[src/rtl/complex_adaptive_kalman_pkg.sv]
// Shared fixed-point defaults and FSM state encoding for the complex_adaptive_kalman blocks.
package complex_adaptive_kalman_pkg;

  localparam int CAK_FXP_WIDTH     = 16;
  localparam int CAK_FXP_FRAC      = 12;
  localparam int CAK_FILTER_LENGTH = 16;

  typedef enum logic [1:0] {
    IDLE,
    ACCUM,
    ROUND,
    HOLD
  } mac_state_e;

  function automatic int tapBusWidth(input int filterLength, input int fxpWidth);
    return filterLength * fxpWidth;
  endfunction

  // Two full-width products plus enough guard bits for every tap to add without overflow.
  function automatic int accWidth(input int fxpWidth, input int filterLength);
    return 2 * fxpWidth + ((filterLength > 1) ? $clog2(filterLength) : 1);
  endfunction

endpackage

[src/rtl/fxp_round_sat.sv]
// Rounds a wide fixed-point accumulator half-up to FXP_WIDTH bits and clamps to the signed range.
module fxp_round_sat
  import complex_adaptive_kalman_pkg::*;
#(
  parameter int FXP_WIDTH = CAK_FXP_WIDTH,
  parameter int FXP_FRAC  = CAK_FXP_FRAC,
  parameter int ACC_W     = accWidth(CAK_FXP_WIDTH, CAK_FILTER_LENGTH)
) (
  input  logic signed [ACC_W-1:0]     acc_i,
  output logic signed [FXP_WIDTH-1:0] value_o,
  output logic                        sat_o
);

  localparam logic signed [ACC_W-1:0] RND   = ACC_W'(64'sd1 <<< (FXP_FRAC - 1));
  localparam logic signed [ACC_W-1:0] MAX_V = ACC_W'((64'sd1 <<< (FXP_WIDTH - 1)) - 64'sd1);
  localparam logic signed [ACC_W-1:0] MIN_V = -MAX_V - ACC_W'(1);

  logic signed [ACC_W-1:0] rounded;
  logic signed [ACC_W-1:0] shifted;

  // The accumulator carries guard bits, so adding the half-LSB constant cannot wrap.
  always_comb begin
    rounded = acc_i + RND;
    shifted = rounded >>> FXP_FRAC;
    value_o = shifted[FXP_WIDTH-1:0];
    sat_o   = 1'b0;
    if (shifted > MAX_V) begin
      value_o = MAX_V[FXP_WIDTH-1:0];
      sat_o   = 1'b1;
    end else if (shifted < MIN_V) begin
      value_o = MIN_V[FXP_WIDTH-1:0];
      sat_o   = 1'b1;
    end
  end

endmodule

[src/rtl/output_feedback_mac.sv]
// Output-feedback dot product: one multiply-accumulate per cycle over a snapshot of the
// output history and coefficients, followed by round/saturate and a held valid/ready result.
module output_feedback_mac
  import complex_adaptive_kalman_pkg::*;
#(
  parameter int FXP_WIDTH     = CAK_FXP_WIDTH,
  parameter int FXP_FRAC      = CAK_FXP_FRAC,
  parameter int FILTER_LENGTH = CAK_FILTER_LENGTH,
  parameter int TAP_BUS_WIDTH = tapBusWidth(FILTER_LENGTH, FXP_WIDTH)
) (
  input  logic                        clk,
  input  logic                        rst,
  input  logic [TAP_BUS_WIDTH-1:0]    taps_in,
  input  logic [TAP_BUS_WIDTH-1:0]    coef_in,
  input  logic                        in_valid,
  output logic                        in_ready,
  output logic signed [FXP_WIDTH-1:0] out_sample,
  output logic                        out_valid,
  input  logic                        out_ready,
  output logic                        sat_flag
);

  localparam int ACC_W = accWidth(FXP_WIDTH, FILTER_LENGTH);
  localparam int IDX_W = (FILTER_LENGTH > 1) ? $clog2(FILTER_LENGTH) : 1;
  localparam logic [IDX_W-1:0] LAST_IDX = IDX_W'(FILTER_LENGTH - 1);

  mac_state_e state_q, state_d;
  logic signed [ACC_W-1:0]     acc_q, acc_d;
  logic [IDX_W-1:0]            idx_q, idx_d;
  logic [TAP_BUS_WIDTH-1:0]    taps_q, taps_d;
  logic [TAP_BUS_WIDTH-1:0]    coef_q, coef_d;
  logic signed [FXP_WIDTH-1:0] out_q, out_d;
  logic                        sat_q, sat_d;

  logic signed [FXP_WIDTH-1:0]   tapCur;
  logic signed [FXP_WIDTH-1:0]   coefCur;
  logic signed [2*FXP_WIDTH-1:0] prod;
  logic signed [FXP_WIDTH-1:0]   rndValue;
  logic                          rndSat;

  assign tapCur  = taps_q[idx_q*FXP_WIDTH +: FXP_WIDTH];
  assign coefCur = coef_q[idx_q*FXP_WIDTH +: FXP_WIDTH];
  assign prod    = tapCur * coefCur;

  fxp_round_sat #(
    .FXP_WIDTH (FXP_WIDTH),
    .FXP_FRAC  (FXP_FRAC),
    .ACC_W     (ACC_W)
  ) u_round_sat (
    .acc_i   (acc_q),
    .value_o (rndValue),
    .sat_o   (rndSat)
  );

  always_ff @(posedge clk) begin
    if (rst) begin
      state_q <= IDLE;
      acc_q   <= '0;
      idx_q   <= '0;
      taps_q  <= '0;
      coef_q  <= '0;
      out_q   <= '0;
      sat_q   <= 1'b0;
    end else begin
      state_q <= state_d;
      acc_q   <= acc_d;
      idx_q   <= idx_d;
      taps_q  <= taps_d;
      coef_q  <= coef_d;
      out_q   <= out_d;
      sat_q   <= sat_d;
    end
  end

  // HOLD only releases back to IDLE, so a job can never be accepted on the handshake edge.
  always_comb begin
    state_d = state_q;
    acc_d   = acc_q;
    idx_d   = idx_q;
    taps_d  = taps_q;
    coef_d  = coef_q;
    out_d   = out_q;
    sat_d   = sat_q;
    unique case (state_q)
      IDLE: begin
        if (in_valid) begin
          taps_d  = taps_in;
          coef_d  = coef_in;
          acc_d   = '0;
          idx_d   = '0;
          state_d = ACCUM;
        end
      end
      ACCUM: begin
        acc_d = acc_q + ACC_W'(prod);
        if (idx_q == LAST_IDX) begin
          state_d = ROUND;
        end else begin
          idx_d = idx_q + IDX_W'(1);
        end
      end
      ROUND: begin
        out_d   = rndValue;
        sat_d   = rndSat;
        state_d = HOLD;
      end
      HOLD: begin
        if (out_ready) begin
          state_d = IDLE;
        end
      end
      default: state_d = IDLE;
    endcase
  end

  assign in_ready   = (state_q == IDLE);
  assign out_valid  = (state_q == HOLD);
  assign out_sample = out_q;
  assign sat_flag   = sat_q;

endmodule

[config.mk]
export PLATFORM = sky130hd
export DESIGN_NAME = output_feedback_mac
export DESIGN_NICKNAME = d
export VERILOG_FILES = /design/src/rtl/complex_adaptive_kalman_pkg.sv /design/src/rtl/fxp_round_sat.sv /design/src/rtl/output_feedback_mac.sv
export SDC_FILE = /design/constraint.sdc
export NUM_CORES = 2
export LEC_CHECK = 0
export ABC_AREA = 0
export BUFFER_PORTS_ARGS = -buffer_cell sky130_fd_sc_hd__buf_4
export CORE_ASPECT_RATIO = 0.8
export CORE_MARGIN = 2
export CORE_UTILIZATION = 54
export CTS_BUF_LIST = sky130_fd_sc_hd__clkbuf_8
export DETAILED_ROUTE_END_ITERATION = 10
export GPL_TIMING_DRIVEN = 0
export PLACE_DENSITY_LB_ADDON = 0.05
export SLEW_MARGIN = 10
export SYNTH_ARGS = -nofsm -noshare
export SYNTH_HDL_FRONTEND = slang
export SYNTH_HIERARCHICAL = 1
export SYNTH_SLANG_ARGS = --single-unit
[constraint.sdc]
create_clock -name clk -period 7.44 [get_ports clk]
set_input_delay 1.488 -clock clk [delete_from_list [all_inputs] [get_ports clk]]
set_output_delay 1.488 -clock clk [all_outputs]
set_load 0.01 [all_outputs]
# == Word-level counts from Yosys, hierarchy flattened ==
# Index checks and enable logic that the tools add are counted.
# word_totals
elab_cells,42
output_inout_bits,19
ff_bits,571
in_bits,516
# op_classes
n_eq_ne,8
magnitude_cmp,2
n_addsub,3
reduce_logical,6
n_mul,1
n_shift,2
muxes,13
# op_table
cell,count
$shiftx A256 B9 Y16,2
$pmux W36 S2,1
$add A36 B13 Y36 const B,1
$add A36 B32 Y36,1
$mux W36,1
$mul A16 B16 Y32,1
$mux W16,2
$gt A24 B16 Y1 const B,1
$lt A24 B16 Y1 const B,1
$mux W4,2
$pmux W2 S4,1
$pmux W4 S2,1
$mux W2,3
$ne A2 B2 Y1 const B,3
$reduce_and A3 Y1,2
$add A4 B1 Y4 const B,1
$eq A2 B2 Y1 const B,2
$eq A4 B4 Y1 const B,1
$reduce_and A2 Y1,2
$eq A2 B1 Y1 const B,1
$logic_not A2 Y1,1
$mux W1,2
$ne A2 B1 Y1 const B,1
$reduce_bool A2 Y1,1

# == Logic depth before layout (Yosys ltp) ==
# depth
word_depth,4
depth_mapped,32
depth_no_buf,26

# == Hierarchy ==
# The synthesis kept the hierarchy.
# by_module_without_submodules
mod,cells_each,seq_area_each_um2,area_per_inst_um2,instances
output_feedback_mac,4009,11431.0,34883.5,1
fxp_round_sat,98,0.0,660.6,1

# == Least setup slack after synthesis ==
# No wires, ideal clock.
# synth_path
path_type,flip-flop to flip-flop
startpoint,register idx_q[0]
endpoint,register acc_q[30]
synth_period_minus_slack_ps,7826
required_time_ps,7323
stages_incl_launch_ff,31
arrival_time_ps,7709
slack_ps,-386
path_cell_list,dfxtp_1 buf_6 buf_6 buf_2 buf_2 buf_2 mux4_2 mux2i_1 nand2_1 o21ai_1 nor2_1 fa_1 inv_1 fa_1 fa_1 inv_1 fa_1 fa_1 inv_1 fa_1 inv_1 ha_1 clkbuf_1 nand4_1 or2_2 nor3_1 o21ai_0 a211oi_1 o21ai_0 a21o_1 a32o_1
# synth_via
elab_chain_len,4
# synth_rtl
item,line_no,rtl
from (decl),output_feedback_mac.sv:29,"logic [IDX_W-1:0] idx_q, idx_d;"
from (signal assigned),output_feedback_mac.sv:67,idx_q <= idx_d;
$shiftx A256 B9 Y16 (on tied branches),"output_feedback_mac.sv:41, output_feedback_mac.sv:42",
$mul A16 B16 Y32 *,output_feedback_mac.sv:43,assign prod = tapCur * coefCur;
$add A36 B32 Y36 *,output_feedback_mac.sv:95,acc_d = acc_q + ACC_W'(prod);
$pmux W36 S2 *,output_feedback_mac.sv:84,unique case (state_q)
to (signal assigned),output_feedback_mac.sv:58,acc_q <= '0;
to (signal assigned),output_feedback_mac.sv:66,acc_q <= acc_d;
to (decl),output_feedback_mac.sv:28,"logic signed [ACC_W-1:0] acc_q, acc_d;"
# Mark *: on every way between the ends. The rest lies on a longest branch, timed or not.
# A chain may end at the register's enable or synchronous reset.

# == Final worst setup path ==
# layout_path
startpoint,register idx_q[1]
endpoint,register acc_q[29]
# Same word-level chain as after synthesis.

==> flow_metrics.env <==
export IMPL_status="finished with violations"
export IMPL_violations="setup timing"
export IMPL_crit_required_ns=8.00
export IMPL_synth_async_reset_ratio_pct=0
export IMPL_tns_ns=-3.28
export IMPL_rsz0062_at_grt="true"
export IMPL_drive_above_1_share_pct=24.1
export IMPL_finalHoldViolations=0
export IMPL_ys_warn_count=6
export IMPL_syn_nets=5050
export IMPL_drv_slew=0
export IMPL_synth_top_area_share_pct=32.2
export IMPL_tightest_slew_ns=1.26
export IMPL_p_leak_nw=19.6
export IMPL_fin_crit_sh_pct=105
export IMPL_clock_latency_ns=0.72
export IMPL_netlist_area_um2=35500
export IMPL_place_ws_ns=-2.85
export IMPL_seq_area_frac_synth_pct=32.2
export IMPL_antenna_found_initial=24
export IMPL_max_freq_mhz=128
export IMPL_synth_edf_count=0
export IMPL_synth_commonest_cells="nand2_1 (1167), dfxtp_1 (571), a21oi_1 (535), inv_1 (399), fa_1 (314)"
export IMPL_gp_congestion=1.03
export IMPL_fin_area_um2=45400
export IMPL_hold_start="taps_q[101]"
export IMPL_synth_most_common_cell="nand2_1"
export IMPL_cp_start_kind="flop"
export IMPL_synth_area_per_cell_um2=8.65
export IMPL_dp_cells=5500
export IMPL_setup_viol=15
export IMPL_endpoint_kind="flop"
export IMPL_die_w_um=291
export IMPL_crit_type="reg2reg"
export IMPL_clock_sinks=571
export IMPL_drtPass1Iterations=6
export IMPL_dpl_hpwl_mm=109
export IMPL_grt_max_degree=20
export IMPL_drc=0
export IMPL_hold_path_class="reg2reg"
export IMPL_stdcell_count=5794
export IMPL_cap_violations=0
export IMPL_critPathMaxFanout=10
export IMPL_syn_to_final_growth_pct=27.7
export IMPL_num_io_pins=535
export IMPL_yosysTopAreaCell="dfxtp_1"
export IMPL_cp_startpoint="idx_q[1]"
export IMPL_die_area_um2=67900
export IMPL_drt_total_wl_mm=141
export IMPL_root_buffer="clkbuf_8"
export IMPL_track_usage_pct=41.2
export IMPL_gr_total_overflow=0
export IMPL_synthTopCellsByArea="dfxtp_1 (32%), fa_1 (18%), nand2_1 (12%)"
export IMPL_synthCells=4107
export IMPL_clk_pin_slew_worst_paths_ns=0.06
export IMPL_layout_nets=5785
export IMPL_num_vias=33900
export IMPL_grt_pass1_vias=32800
export IMPL_grt_first_pass_wirelength_mm=205
export IMPL_ant_nets=0
export IMPL_drtIter0Drc=4194
export IMPL_period_needed_ns=7.79
export IMPL_placement_io_buffers=533
export IMPL_rows=84
export IMPL_placed_cell_area_um2=40700
export IMPL_setup_ws_ns=-0.355
export IMPL_synth_seq_cells=571
export IMPL_wire_per_inst_um=24.3
export IMPL_yosysUniqueCellTypes=62
export IMPL_synth_main_ff_cell="dfxtp_1"
export IMPL_peakVddDrop_v=0.000221
export IMPL_crit_arrival_ns=8.36
export IMPL_finClkSkew_ns=0.0382
export IMPL_die_y_um=233
export IMPL_worstReg2RegStart="idx_q[1]"
export IMPL_viasPerCell=5.85
export IMPL_p_per_area_nw_per_um2=363
export IMPL_ctsHoldBuffers=0
export IMPL_cts_buffer_depth=3
export IMPL_max_slew_margin_pct=15.8
export IMPL_cts_tree="yes"
export IMPL_cts_made_buffers=93
export IMPL_start_util_pct=54.4
export IMPL_finalPower_mw=16.5
export IMPL_fp_coreArea_um2=65400
export IMPL_nFillCells=5438
export IMPL_cts_htree_levels=3
[metal layers]
layer | track usage, % | share of wire (%) | up-vias
met1 | 59.6 | 41 | 16500
li1 | - | - | 14800
met2 | 58.1 | 41 | 2342
met5 | 0 | 0.021 | -
met3 | 11.5 | 14 | 321
met4 | 16.9 | 4.3 | 4
[flip-flops by register name, indices dropped and copies added, names as in the netlist]
name	count
coef_q	256
idx_q	4
taps_q	256
state_q	2
sat_flag	1
acc_q	36
out_sample	16
[power breakdown]
part	leakage [nW]	switching, mW	total (mW)	internal [mW]
Clock	1.16	1.39	3.15	1.76
Combinational	13.7	5.55	9.19	3.65
Sequential	4.68	0.440	4.12	3.69
Total	19.6	7.38	16.5	9.09
[stage by stage]
| step | hold slack [ns] | util (%) |
|---|---|---|
| 2_1_floorplan | 0.433 | - |
| 3_3_place_gp | 0.439 | 62.2 |
| 3_5_place_dp | 0.443 | 62.2 |
| 4_1_cts | 0.452 | 68.6 |
| 5_1_grt | 0.463 | 69.4 |
| 6_report | 0.451 | 69.4 |
[kinds of logic after synthesis]
logic type / count (synthesis) / synth area share (%)
AND/OR/NAND/NOR: 1494 / 16.5
multiplexers: 206 / 10.6
buffers and inverters: 655 / 7.04
XOR/XNOR: 57 / 1.40
flip-flops: 571 / 32.2
AO/OA/AOI/OAI: 697 / 10.5
adder cells (fa/ha/maj): 427 / 21.7
[path summary, 6_finish.rpt]
check / to / slack [ns] / cells after the start
max reg2reg: acc_q[29] / -0.35 / 25
max: acc_q[29] / -0.35 / 25
min: taps_q[101] / 0.45 / 2
min reg2reg: taps_q[101] / 0.45 / 2
[layout make-up]
cell class	count	area, um^2	share of cell area (%)
clock buffers	115	1580	3.49
plain buffers	251	1520	3.34
well taps	860	1080	2.37
multi-input cells	2881	22700	50.1
flip-flops and latches	571	11400	25.2
repair buffers	644	4950	10.9
inverters	400	1510	3.33
clock inverters	51	529	1.17
diodes	21	52.6	0.116
[worst max-delay path: stages (launching register included)]
cell	delay (ns)
dfxtp_4	0.44
buf_8	0.20
clkbuf_4	0.33
mux4_2	0.44
mux4_2	0.62
clkbuf_4	0.28
nand2_1	0.11
fa_1	0.44
fa_1	0.56
inv_2	0.04
fa_1	0.54
fa_2	0.49
fa_1	0.54
inv_2	0.05
fa_1	0.53
inv_2	0.06
ha_4	0.30
o211ai_1	0.16
a211oi_4	0.42
nand4_1	0.26
nand3_2	0.18
nand2_4	0.11
buf_4	0.17
o21ai_2	0.11
xnor2_1	0.13
o21ai_0	0.09
[repair_timing]
item | 4_1_cts | 5_1_grt
gates resized for setup | 346 | 81
pin swaps | 48 | 42
setup buffers | 81 | 28
endpoints found under the setup margin | 29 | 21
gates cloned | 4 | 0
hold endpoints to repair | 0 | 0
[placed cells by master (no fill, tap or decap), types with 26 or more instances in the layout]
cell type and n:
inv_1 405, mux2i_1 27, mux4_2 135, mux2_2 26, clkbuf_8 129, nor2_1 217, buf_4 638, dfxtp_1 567
clkbuf_1 178, a21oi_1 528, xnor2_1 32, nand2_1 1151, fa_1 301, ha_1 98
No activity file was read; power rests on OpenSTA's default activity.
